**config.mk**
```make
export PLATFORM = sky130hd
export DESIGN_NAME = conv_scan_ctrl_flat
export DESIGN_NICKNAME = d
export VERILOG_FILES = /design/src/rtl/conv_scan_ctrl_pkg.sv /design/src/rtl/conv_scan_ctrl_if.sv /design/src/rtl/conv_idx_cnt.sv /design/src/rtl/conv_scan_ctrl.sv /design/src/flat_wrapper.sv
export SDC_FILE = /design/constraint.sdc
export NUM_CORES = 1
export LEC_CHECK = 0
export CORE_MARGIN = 2
export CORE_UTILIZATION = 45
export DETAILED_ROUTE_END_ITERATION = 10
export PLACE_DENSITY_LB_ADDON = 0.25
export SLEW_MARGIN = 20
export SYNTH_ARGS = -nofsm -noshare
export SYNTH_HDL_FRONTEND = slang
export SYNTH_SLANG_ARGS = --single-unit
export TNS_END_PERCENT = 100
```
**constraint.sdc**
```tcl
create_clock -name clk -period 12.6 [get_ports clk]
set_clock_uncertainty 0.15 [all_clocks]
set_input_delay 2.52 -clock clk [delete_from_list [all_inputs] [get_ports clk]]
set_output_delay 2.52 -clock clk [all_outputs]
set_load 0.005 [all_outputs]
```
**src/rtl/conv_scan_ctrl_pkg.sv**
```systemverilog
// Shared types for the convolution scan sequencer: FSM states, default widths, tap flags.
// Pure declarations, no logic or latency.
// Optional macro CONV_PAD_EN adds the pad flag to the tap-flags struct.
package conv_pkg;

  localparam int DIM_W_DEF  = 8;
  localparam int K_W_DEF    = 4;
  localparam int ADDR_W_DEF = 16;

  typedef enum logic [1:0] {
    ST_IDLE = 2'd0,
    ST_SCAN = 2'd1,
    ST_DONE = 2'd2
  } scan_state_e;

  // Per-tap accumulate control travelling alongside rd_addr.
  typedef struct packed {
    logic clr;
    logic last;
`ifdef CONV_PAD_EN
    logic pad;
`endif
  } tap_flags_t;

endpackage

```
**src/rtl/conv_scan_ctrl_if.sv**
```systemverilog
// Bundle between layer control / MAC array and the scan sequencer.
// master = sequencer side, slave = environment side.
// Optional macro CONV_PAD_EN adds the pad signal.
interface conv_scan_ctrl_if
  import conv_pkg::*;
#(
  parameter int DIM_W  = DIM_W_DEF,
  parameter int K_W    = K_W_DEF,
  parameter int ADDR_W = ADDR_W_DEF
) ();

  logic              start;
  logic [DIM_W-1:0]  size;
  logic [K_W-1:0]    ksize;
  logic              tap_ready;
  logic              tap_valid;
  logic [ADDR_W-1:0] rd_addr;
  logic              acc_clr;
  logic              acc_last;
  logic [DIM_W-1:0]  out_row;
  logic [DIM_W-1:0]  out_col;
  logic              busy;
  logic              done;
  logic              err;
`ifdef CONV_PAD_EN
  logic              pad;
`endif

  modport master (
    input  start, size, ksize, tap_ready,
    output tap_valid, rd_addr, acc_clr, acc_last, out_row, out_col, busy, done, err
`ifdef CONV_PAD_EN
    , output pad
`endif
  );

  modport slave (
    output start, size, ksize, tap_ready,
    input  tap_valid, rd_addr, acc_clr, acc_last, out_row, out_col, busy, done, err
`ifdef CONV_PAD_EN
    , input pad
`endif
  );

endinterface

```
**src/rtl/conv_idx_cnt.sv**
```systemverilog
// Wrapping index counter with runtime limit; exposes next-state value and wrap carry.
// Zero latency on nxt_o/wrap_o (combinational from state and enable).
// Holds while en_i=0; clr_i forces the next value to 0.
module conv_idx_cnt #(
  parameter int W = 8
) (
  input  logic         clk,
  input  logic         rst,
  input  logic         clr_i,
  input  logic         en_i,
  input  logic [W-1:0] limit_i,
  output logic [W-1:0] nxt_o,
  output logic         wrap_o
);

  logic [W-1:0] cnt_q, cnt_d;
  logic         at_lim;

  // Next count: clear, advance-with-wrap, or hold.
  always_comb begin
    at_lim = (({1'b0, cnt_q} + (W+1)'(1)) == {1'b0, limit_i});
    wrap_o = en_i && at_lim && !clr_i;
    cnt_d  = cnt_q;
    if (clr_i) begin
      cnt_d = '0;
    end else if (en_i) begin
      cnt_d = at_lim ? '0 : cnt_q + W'(1);
    end
    nxt_o = cnt_d;
  end

  // Count register.
  always_ff @(posedge clk or posedge rst) begin
    if (rst) begin
      cnt_q <= '0;
    end else begin
      cnt_q <= cnt_d;
    end
  end

endmodule

```
**src/rtl/conv_scan_ctrl.sv**
```systemverilog
// Start/busy/done sequencer walking a KxK window over an NxN map (stride 1), one tap per handshake.
// First tap registered on the start edge; no bubbles while tap_ready stays high.
// Outputs hold while tap_ready=0. Optional macro CONV_PAD_EN: "same" zero-padding with pad output.
module conv_scan_ctrl
  import conv_pkg::*;
#(
  parameter int DIM_W  = DIM_W_DEF,
  parameter int K_W    = K_W_DEF,
  parameter int ADDR_W = ADDR_W_DEF
) (
  input logic               clk,
  input logic               rst,
  conv_scan_ctrl_if.master  bus
);

`ifdef CONV_PAD_EN
  // Extra bit carries the sign of (out + k - P).
  localparam int SW = DIM_W + 2;
`else
  localparam int SW = DIM_W + 1;
`endif

  scan_state_e       state_q, state_d;
  logic [DIM_W-1:0]  n_q, n_d, o_q, o_d;
  logic [K_W-1:0]    k_q, k_d;

  logic              tv_q, tv_d, busy_q, busy_d, done_q, done_d, err_q, err_d;
  logic [ADDR_W-1:0] addr_q, addr_d;
  tap_flags_t        flg_q, flg_d;
  logic [DIM_W-1:0]  row_o_q, row_o_d, col_o_q, col_o_d;

  logic              hs, cnt_clr, illegal;
  logic [DIM_W-1:0]  n_eff;
  logic [K_W-1:0]    k_eff;
  logic [DIM_W:0]    o_calc;
  logic [K_W-1:0]    kc_nxt, kr_nxt;
  logic [DIM_W-1:0]  col_nxt, row_nxt;
  logic              kc_wrap, kr_wrap, col_wrap, row_wrap;
  logic [SW-1:0]     ir, ic;
  logic [ADDR_W-1:0] lin;
`ifdef CONV_PAD_EN
  logic [K_W-1:0]    p_off;
  logic              pad_hit;
`endif

  assign hs      = tv_q && bus.tap_ready;
  assign cnt_clr = (state_q == ST_IDLE);

  // Counter chain kc -> kr -> out_col -> out_row; row carry marks the final tap.
  conv_idx_cnt #(.W(K_W)) u_kc (
    .clk(clk), .rst(rst), .clr_i(cnt_clr), .en_i(hs), .limit_i(k_q),
    .nxt_o(kc_nxt), .wrap_o(kc_wrap)
  );
  conv_idx_cnt #(.W(K_W)) u_kr (
    .clk(clk), .rst(rst), .clr_i(cnt_clr), .en_i(kc_wrap), .limit_i(k_q),
    .nxt_o(kr_nxt), .wrap_o(kr_wrap)
  );
  conv_idx_cnt #(.W(DIM_W)) u_col (
    .clk(clk), .rst(rst), .clr_i(cnt_clr), .en_i(kr_wrap), .limit_i(o_q),
    .nxt_o(col_nxt), .wrap_o(col_wrap)
  );
  conv_idx_cnt #(.W(DIM_W)) u_row (
    .clk(clk), .rst(rst), .clr_i(cnt_clr), .en_i(col_wrap), .limit_i(o_q),
    .nxt_o(row_nxt), .wrap_o(row_wrap)
  );

  // Parameter decode; in IDLE the live inputs stand in for the not-yet-latched N/K.
  always_comb begin
    n_eff  = (state_q == ST_IDLE) ? bus.size  : n_q;
    k_eff  = (state_q == ST_IDLE) ? bus.ksize : k_q;
`ifdef CONV_PAD_EN
    o_calc = {1'b0, bus.size};
`else
    o_calc = {1'b0, bus.size} - (DIM_W+1)'(bus.ksize) + (DIM_W+1)'(1);
`endif
    illegal = (bus.ksize == '0) || (32'(bus.ksize) > 32'(bus.size)) || o_calc[DIM_W];
`ifdef CONV_PAD_EN
    illegal = illegal || !bus.ksize[0];
`endif
  end

  // FSM next-state and registered-output next values.
  always_comb begin
    state_d = state_q;
    n_d     = n_q;
    k_d     = k_q;
    o_d     = o_q;
    tv_d    = 1'b0;
    busy_d  = 1'b0;
    done_d  = 1'b0;
    err_d   = 1'b0;
    case (state_q)
      ST_IDLE: begin
        if (bus.start) begin
          if (illegal) begin
            state_d = ST_DONE;
            done_d  = 1'b1;
            err_d   = 1'b1;
          end else begin
            state_d = ST_SCAN;
            tv_d    = 1'b1;
            busy_d  = 1'b1;
            n_d     = bus.size;
            k_d     = bus.ksize;
            o_d     = o_calc[DIM_W-1:0];
          end
        end
      end
      ST_SCAN: begin
        busy_d = 1'b1;
        tv_d   = 1'b1;
        if (hs && row_wrap) begin
          state_d = ST_DONE;
          tv_d    = 1'b0;
          done_d  = 1'b1;
        end
      end
      ST_DONE: begin
        state_d = ST_IDLE;
      end
      default: begin
        state_d = ST_IDLE;
      end
    endcase
  end

  // Tap address and flags from next-state counters so they line up with tap_valid.
  always_comb begin
`ifdef CONV_PAD_EN
    p_off   = (k_eff - K_W'(1)) >> 1;
    ir      = SW'(row_nxt) + SW'(kr_nxt) - SW'(p_off);
    ic      = SW'(col_nxt) + SW'(kc_nxt) - SW'(p_off);
    pad_hit = ir[SW-1] || (ir >= SW'(n_eff)) || ic[SW-1] || (ic >= SW'(n_eff));
`else
    ir      = SW'(row_nxt) + SW'(kr_nxt);
    ic      = SW'(col_nxt) + SW'(kc_nxt);
`endif
    lin     = ADDR_W'(ir) * ADDR_W'(n_eff) + ADDR_W'(ic);
    addr_d  = '0;
    flg_d   = '0;
    row_o_d = '0;
    col_o_d = '0;
    if (tv_d) begin
      flg_d.clr  = (kr_nxt == '0) && (kc_nxt == '0);
      flg_d.last = (kr_nxt == k_eff - K_W'(1)) && (kc_nxt == k_eff - K_W'(1));
`ifdef CONV_PAD_EN
      flg_d.pad  = pad_hit;
      addr_d     = pad_hit ? '0 : lin;
`else
      addr_d     = lin;
`endif
      row_o_d    = row_nxt;
      col_o_d    = col_nxt;
    end
  end

  // State, latched parameters and all registered outputs.
  always_ff @(posedge clk or posedge rst) begin
    if (rst) begin
      state_q <= ST_IDLE;
      n_q     <= '0;
      k_q     <= '0;
      o_q     <= '0;
      tv_q    <= 1'b0;
      busy_q  <= 1'b0;
      done_q  <= 1'b0;
      err_q   <= 1'b0;
      addr_q  <= '0;
      flg_q   <= '0;
      row_o_q <= '0;
      col_o_q <= '0;
    end else begin
      state_q <= state_d;
      n_q     <= n_d;
      k_q     <= k_d;
      o_q     <= o_d;
      tv_q    <= tv_d;
      busy_q  <= busy_d;
      done_q  <= done_d;
      err_q   <= err_d;
      addr_q  <= addr_d;
      flg_q   <= flg_d;
      row_o_q <= row_o_d;
      col_o_q <= col_o_d;
    end
  end

  assign bus.tap_valid = tv_q;
  assign bus.rd_addr   = addr_q;
  assign bus.acc_clr   = flg_q.clr;
  assign bus.acc_last  = flg_q.last;
  assign bus.out_row   = row_o_q;
  assign bus.out_col   = col_o_q;
  assign bus.busy      = busy_q;
  assign bus.done      = done_q;
  assign bus.err       = err_q;
`ifdef CONV_PAD_EN
  assign bus.pad       = flg_q.pad;
`endif

endmodule

```
**src/flat_wrapper.sv**
```systemverilog
// flat-port wrapper written by rule: the top's interface ports become plain ports
module conv_scan_ctrl_flat import conv_pkg::*;
#(
  parameter int DIM_W  = DIM_W_DEF,
  parameter int K_W    = K_W_DEF,
  parameter int ADDR_W = ADDR_W_DEF
)
  (clk, rst, bus_start, bus_size, bus_ksize, bus_tap_ready, bus_tap_valid, bus_rd_addr, bus_acc_clr, bus_acc_last, bus_out_row, bus_out_col, bus_busy, bus_done, bus_err);
  conv_scan_ctrl_if #(.DIM_W(DIM_W), .K_W(K_W), .ADDR_W(ADDR_W)) bus_i ();
  input logic clk;
  input logic rst;
  input wire logic [$bits(bus_i.start)-1:0] bus_start;
  input wire logic [$bits(bus_i.size)-1:0] bus_size;
  input wire logic [$bits(bus_i.ksize)-1:0] bus_ksize;
  input wire logic [$bits(bus_i.tap_ready)-1:0] bus_tap_ready;
  output wire logic [$bits(bus_i.tap_valid)-1:0] bus_tap_valid;
  output wire logic [$bits(bus_i.rd_addr)-1:0] bus_rd_addr;
  output wire logic [$bits(bus_i.acc_clr)-1:0] bus_acc_clr;
  output wire logic [$bits(bus_i.acc_last)-1:0] bus_acc_last;
  output wire logic [$bits(bus_i.out_row)-1:0] bus_out_row;
  output wire logic [$bits(bus_i.out_col)-1:0] bus_out_col;
  output wire logic [$bits(bus_i.busy)-1:0] bus_busy;
  output wire logic [$bits(bus_i.done)-1:0] bus_done;
  output wire logic [$bits(bus_i.err)-1:0] bus_err;
  assign bus_i.start = bus_start;
  assign bus_i.size = bus_size;
  assign bus_i.ksize = bus_ksize;
  assign bus_i.tap_ready = bus_tap_ready;
  assign bus_tap_valid = bus_i.tap_valid;
  assign bus_rd_addr = bus_i.rd_addr;
  assign bus_acc_clr = bus_i.acc_clr;
  assign bus_acc_last = bus_i.acc_last;
  assign bus_out_row = bus_i.out_row;
  assign bus_out_col = bus_i.out_col;
  assign bus_busy = bus_i.busy;
  assign bus_done = bus_i.done;
  assign bus_err = bus_i.err;
  conv_scan_ctrl #(.DIM_W(DIM_W), .K_W(K_W), .ADDR_W(ADDR_W)) u_core (.clk(clk), .rst(rst), .bus(bus_i));
endmodule
```
==> results.md <==
- Slew HR: 27.98%
- Hold EP: u_core.n_q[5]
- Initial DRC count: 282
- Cell variety after synth: 60
- Global-route wire length before repair: 28.43 mm
- GPL Wtd Cong: 0.9042
- Starting Density: 46.43%
- Largest delay contributor family on the critical path: adder cells
- # H-tree levels: 3
- Post-Syn Area: 0.007430 mm^2
- Register area share after synthesis: 28.29%
- CP Launch Type: input port
- Crit Path Class: in -> reg
- Clk buf depth: 2
- TritonRoute pass-1 iters: 4
- Grt total ovfl: 0
- Share of cells above drive strength 1: 8.523%
- CP most frequent cell: fa_1
- Die width: 132.5 um
- Pre-CTS worst setup slack: 1.784 ns
- Row cnt: 46
- Post-synth EDFFs: 0
- Tot GR Track Use: 20.43%
- Routed wl met3: 906 um
- Setup tns final: 0 ns
- Synth warnings: 0
- Slew of the pin with the lowest slew margin: 1.050 ns
- Synth top cells by count: 94 x nor2_1, 84 x dfrtp_1, 82 x inv_1
- Top FF cell, synth: dfrtp_1
- CTS tree: built
- Worst hold path cell count: 1
- Wirelength per Cell: 15.91 um
- Vias per inst: 5.305
- Maxcap violations: 0
- CTS hold repair buffers: 0
- Fmax: 94.48 MHz
- Post-CTS sizing: 0
- Total power: 1.036 mW
- Core ar.: 0.01600 mm^2
- Pleak: 4.259 nW
- Pwr dens: 121.7 mW/mm^2
- Endpoints failing setup: 0
- CTS Buf Count: 9
- Arr. time, crit path: 10.72 ns
- Ant. Diodes: 0
- Flop-to-flop setup slack: 3.63 ns
- Met2 wire length: 8.055 mm
- Crit-path max FO: 12
- DRC Markers: 0
- Total die area: 0.01755 mm^2
- Status: completed
- Wl on met1: 7.529 mm
- Clk root buf: clkbuf_16
- Clk_lat worst skew: 0.35 ns
- Top-count cell post-synth: nor2_1
- FF-to-FF path depth: 29
- Worst-path clk slew: 0.06 ns
- Max incr delay on CP: 0.51 ns
- Min Tclk post-route: 10.58 ns
- Yosys reg bits: 84
- Post-synth top area share: 28.29%
- Bufs and invs on worst path: 4
- Worst hold path type: reg -> reg
- Largest net degree at the start of global routing: 65
- Final Slew Violations: 0
- R2R Path Start: u_core.u_col.cnt_q[0]
- Synth area leaders: dfrtp_1 28%, fa_1 14%, ha_1 13%
- Highest metal used: met4
- Post-route clock period utilization: 84.01%
- Routed WL: 16.69 mm
- # IOs: 54
- Syn Area/Cell: 9.636 um^2
- Vias in the first global route: 5490
- Area growth syn-to-layout: 14.65%
- Die Span Y: 132.5 um
- CP max-delay cell: fa_1
- Antenna viol nets, final: 0
- Port Buffers: 53
- Final hold vios: 0
- Final design utilization: 53.24%
- R2R Path End: u_core.bus.rd_addr[15]
- Post-CTS Setup Repair Bufs: 0
- TritonCTS sink count: 84
- Antenna violations before repair: 0
- HP Start: u_core.n_q[5]
- RSZ-0062 raised after global routing: no
- Syn Nets: 917
- CP required: 12.73 ns
- Asr flop ratio synth: 100.0%
- VDD IR max: 0.00007674 V
- Worst setup margin: 2.015 ns
- Nets: 974
- Cells after Synth: 771
- DP Wirelength: 13.05 mm
- Critical Path Sink Type: register
- Area leader, netlist: dfrtp_1
- Vias: 5565
layout make-up:
type                            count  area (um^2)
Tap cell                          216        270.3
Timing Repair Buffer               59        575.6
Clock buffer                       10        229.0
Clock inverter                      6        63.81
Multi-Input combinational cell    591         4965
Sequential cell                    84         2102
Fill cell                        1504         7482
Inverter                           83        312.8
flip-flops by register name, summed over array words and instances (netlist names), 2 cells and up:
name / flops
u_core.bus.out_col: 8
u_core.bus.out_row: 8
u_core.bus.rd_addr: 16
u_core.k_q: 4
u_core.n_q: 8
u_core.o_q: 8
u_core.state_q: 2
u_core.u_col.cnt_q: 8
u_core.u_kc.cnt_q: 4
u_core.u_kr.cnt_q: 4
u_core.u_row.cnt_q: 8
how the worst max path moves through the flow:
stage | start | end | cells after the start
floorplan | bus_tap_ready | u_core.bus.rd_addr[15] | 29
global placement | bus_tap_ready | u_core.bus.rd_addr[15] | 30
detailed placement | bus_tap_ready | u_core.bus.rd_addr[15] | 30
CTS | bus_tap_ready | u_core.bus.rd_addr[15] | 30
global route | bus_tap_ready | u_core.bus.rd_addr[15] | 30
finish | bus_tap_ready | u_core.bus.rd_addr[15] | 30
report_power, final:
part	internal [mW]	switching, mW	leakage (nW)	total [mW]
registers	0.316	0.0472	1.12	0.363
logic	0.165	0.239	3.00	0.404
clock network	0.154	0.116	0.139	0.269
per-layer routing:
layer / vias up / GRT usage, %
met5: - / 0
met4: 0 / 5.257
met3: 16 / 4.406
met2: 133 / 33.22
met1: 2712 / 27.83
li1: 2704 / -
cells by family (layout without fill, tap and decap cells):
kind of cell             count (synthesis)  count (layout)  share of synthesized area, %
AO/OA/AOI/OAI                          103             103                         9.229
flip-flops                              84              84                         28.29
multiplexers                            29              29                         4.227
adder cells (fa/ha/maj)                130             130                         27.15
XOR/XNOR                                66              66                         7.780
buffers and inverters                   96             158                         4.968
AND/OR/NAND/NOR                        263             263                         18.36
stage by stage:
step / std cells / cell area [um^2] / hold slack, ns
6_report: 1049 / 8518 / 0.3563
4_1_cts: 1049 / 8518 / 0.3583
2_1_floorplan: 771 / 7430 / 0.3130
5_1_grt: 1049 / 8518 / 0.3627
3_5_place_dp: 1033 / 8225 / 0.3447
3_3_place_gp: 1033 / 8225 / 0.3374
cell usage in the layout (no fill, tap or decap), types with 4 or more instances in the layout:
| cell type | instances |
|---|---|
| a21o_1 | 10 |
| a21oi_1 | 28 |
| a22oi_1 | 4 |
| a31oi_1 | 6 |
| and2_1 | 14 |
| and3_1 | 12 |
| and4_1 | 5 |
| buf_4 | 6 |
| clkbuf_16 | 9 |
| clkdlybuf4s50_1 | 53 |
| dfrtp_1 | 84 |
| fa_1 | 52 |
| ha_1 | 78 |
| inv_1 | 81 |
| mux2_2 | 16 |
| mux2i_1 | 12 |
| nand2_1 | 36 |
| nand2b_1 | 16 |
| nand3_1 | 14 |
| nand4_1 | 5 |
| nor2_1 | 93 |
| nor2b_1 | 15 |
| nor3_1 | 15 |
| o211ai_1 | 5 |
| o21a_1 | 4 |
| o21ai_0 | 18 |
| or2_2 | 13 |
| xnor2_1 | 42 |
| xor2_1 | 24 |
Power figures use the tool's default switching activity.
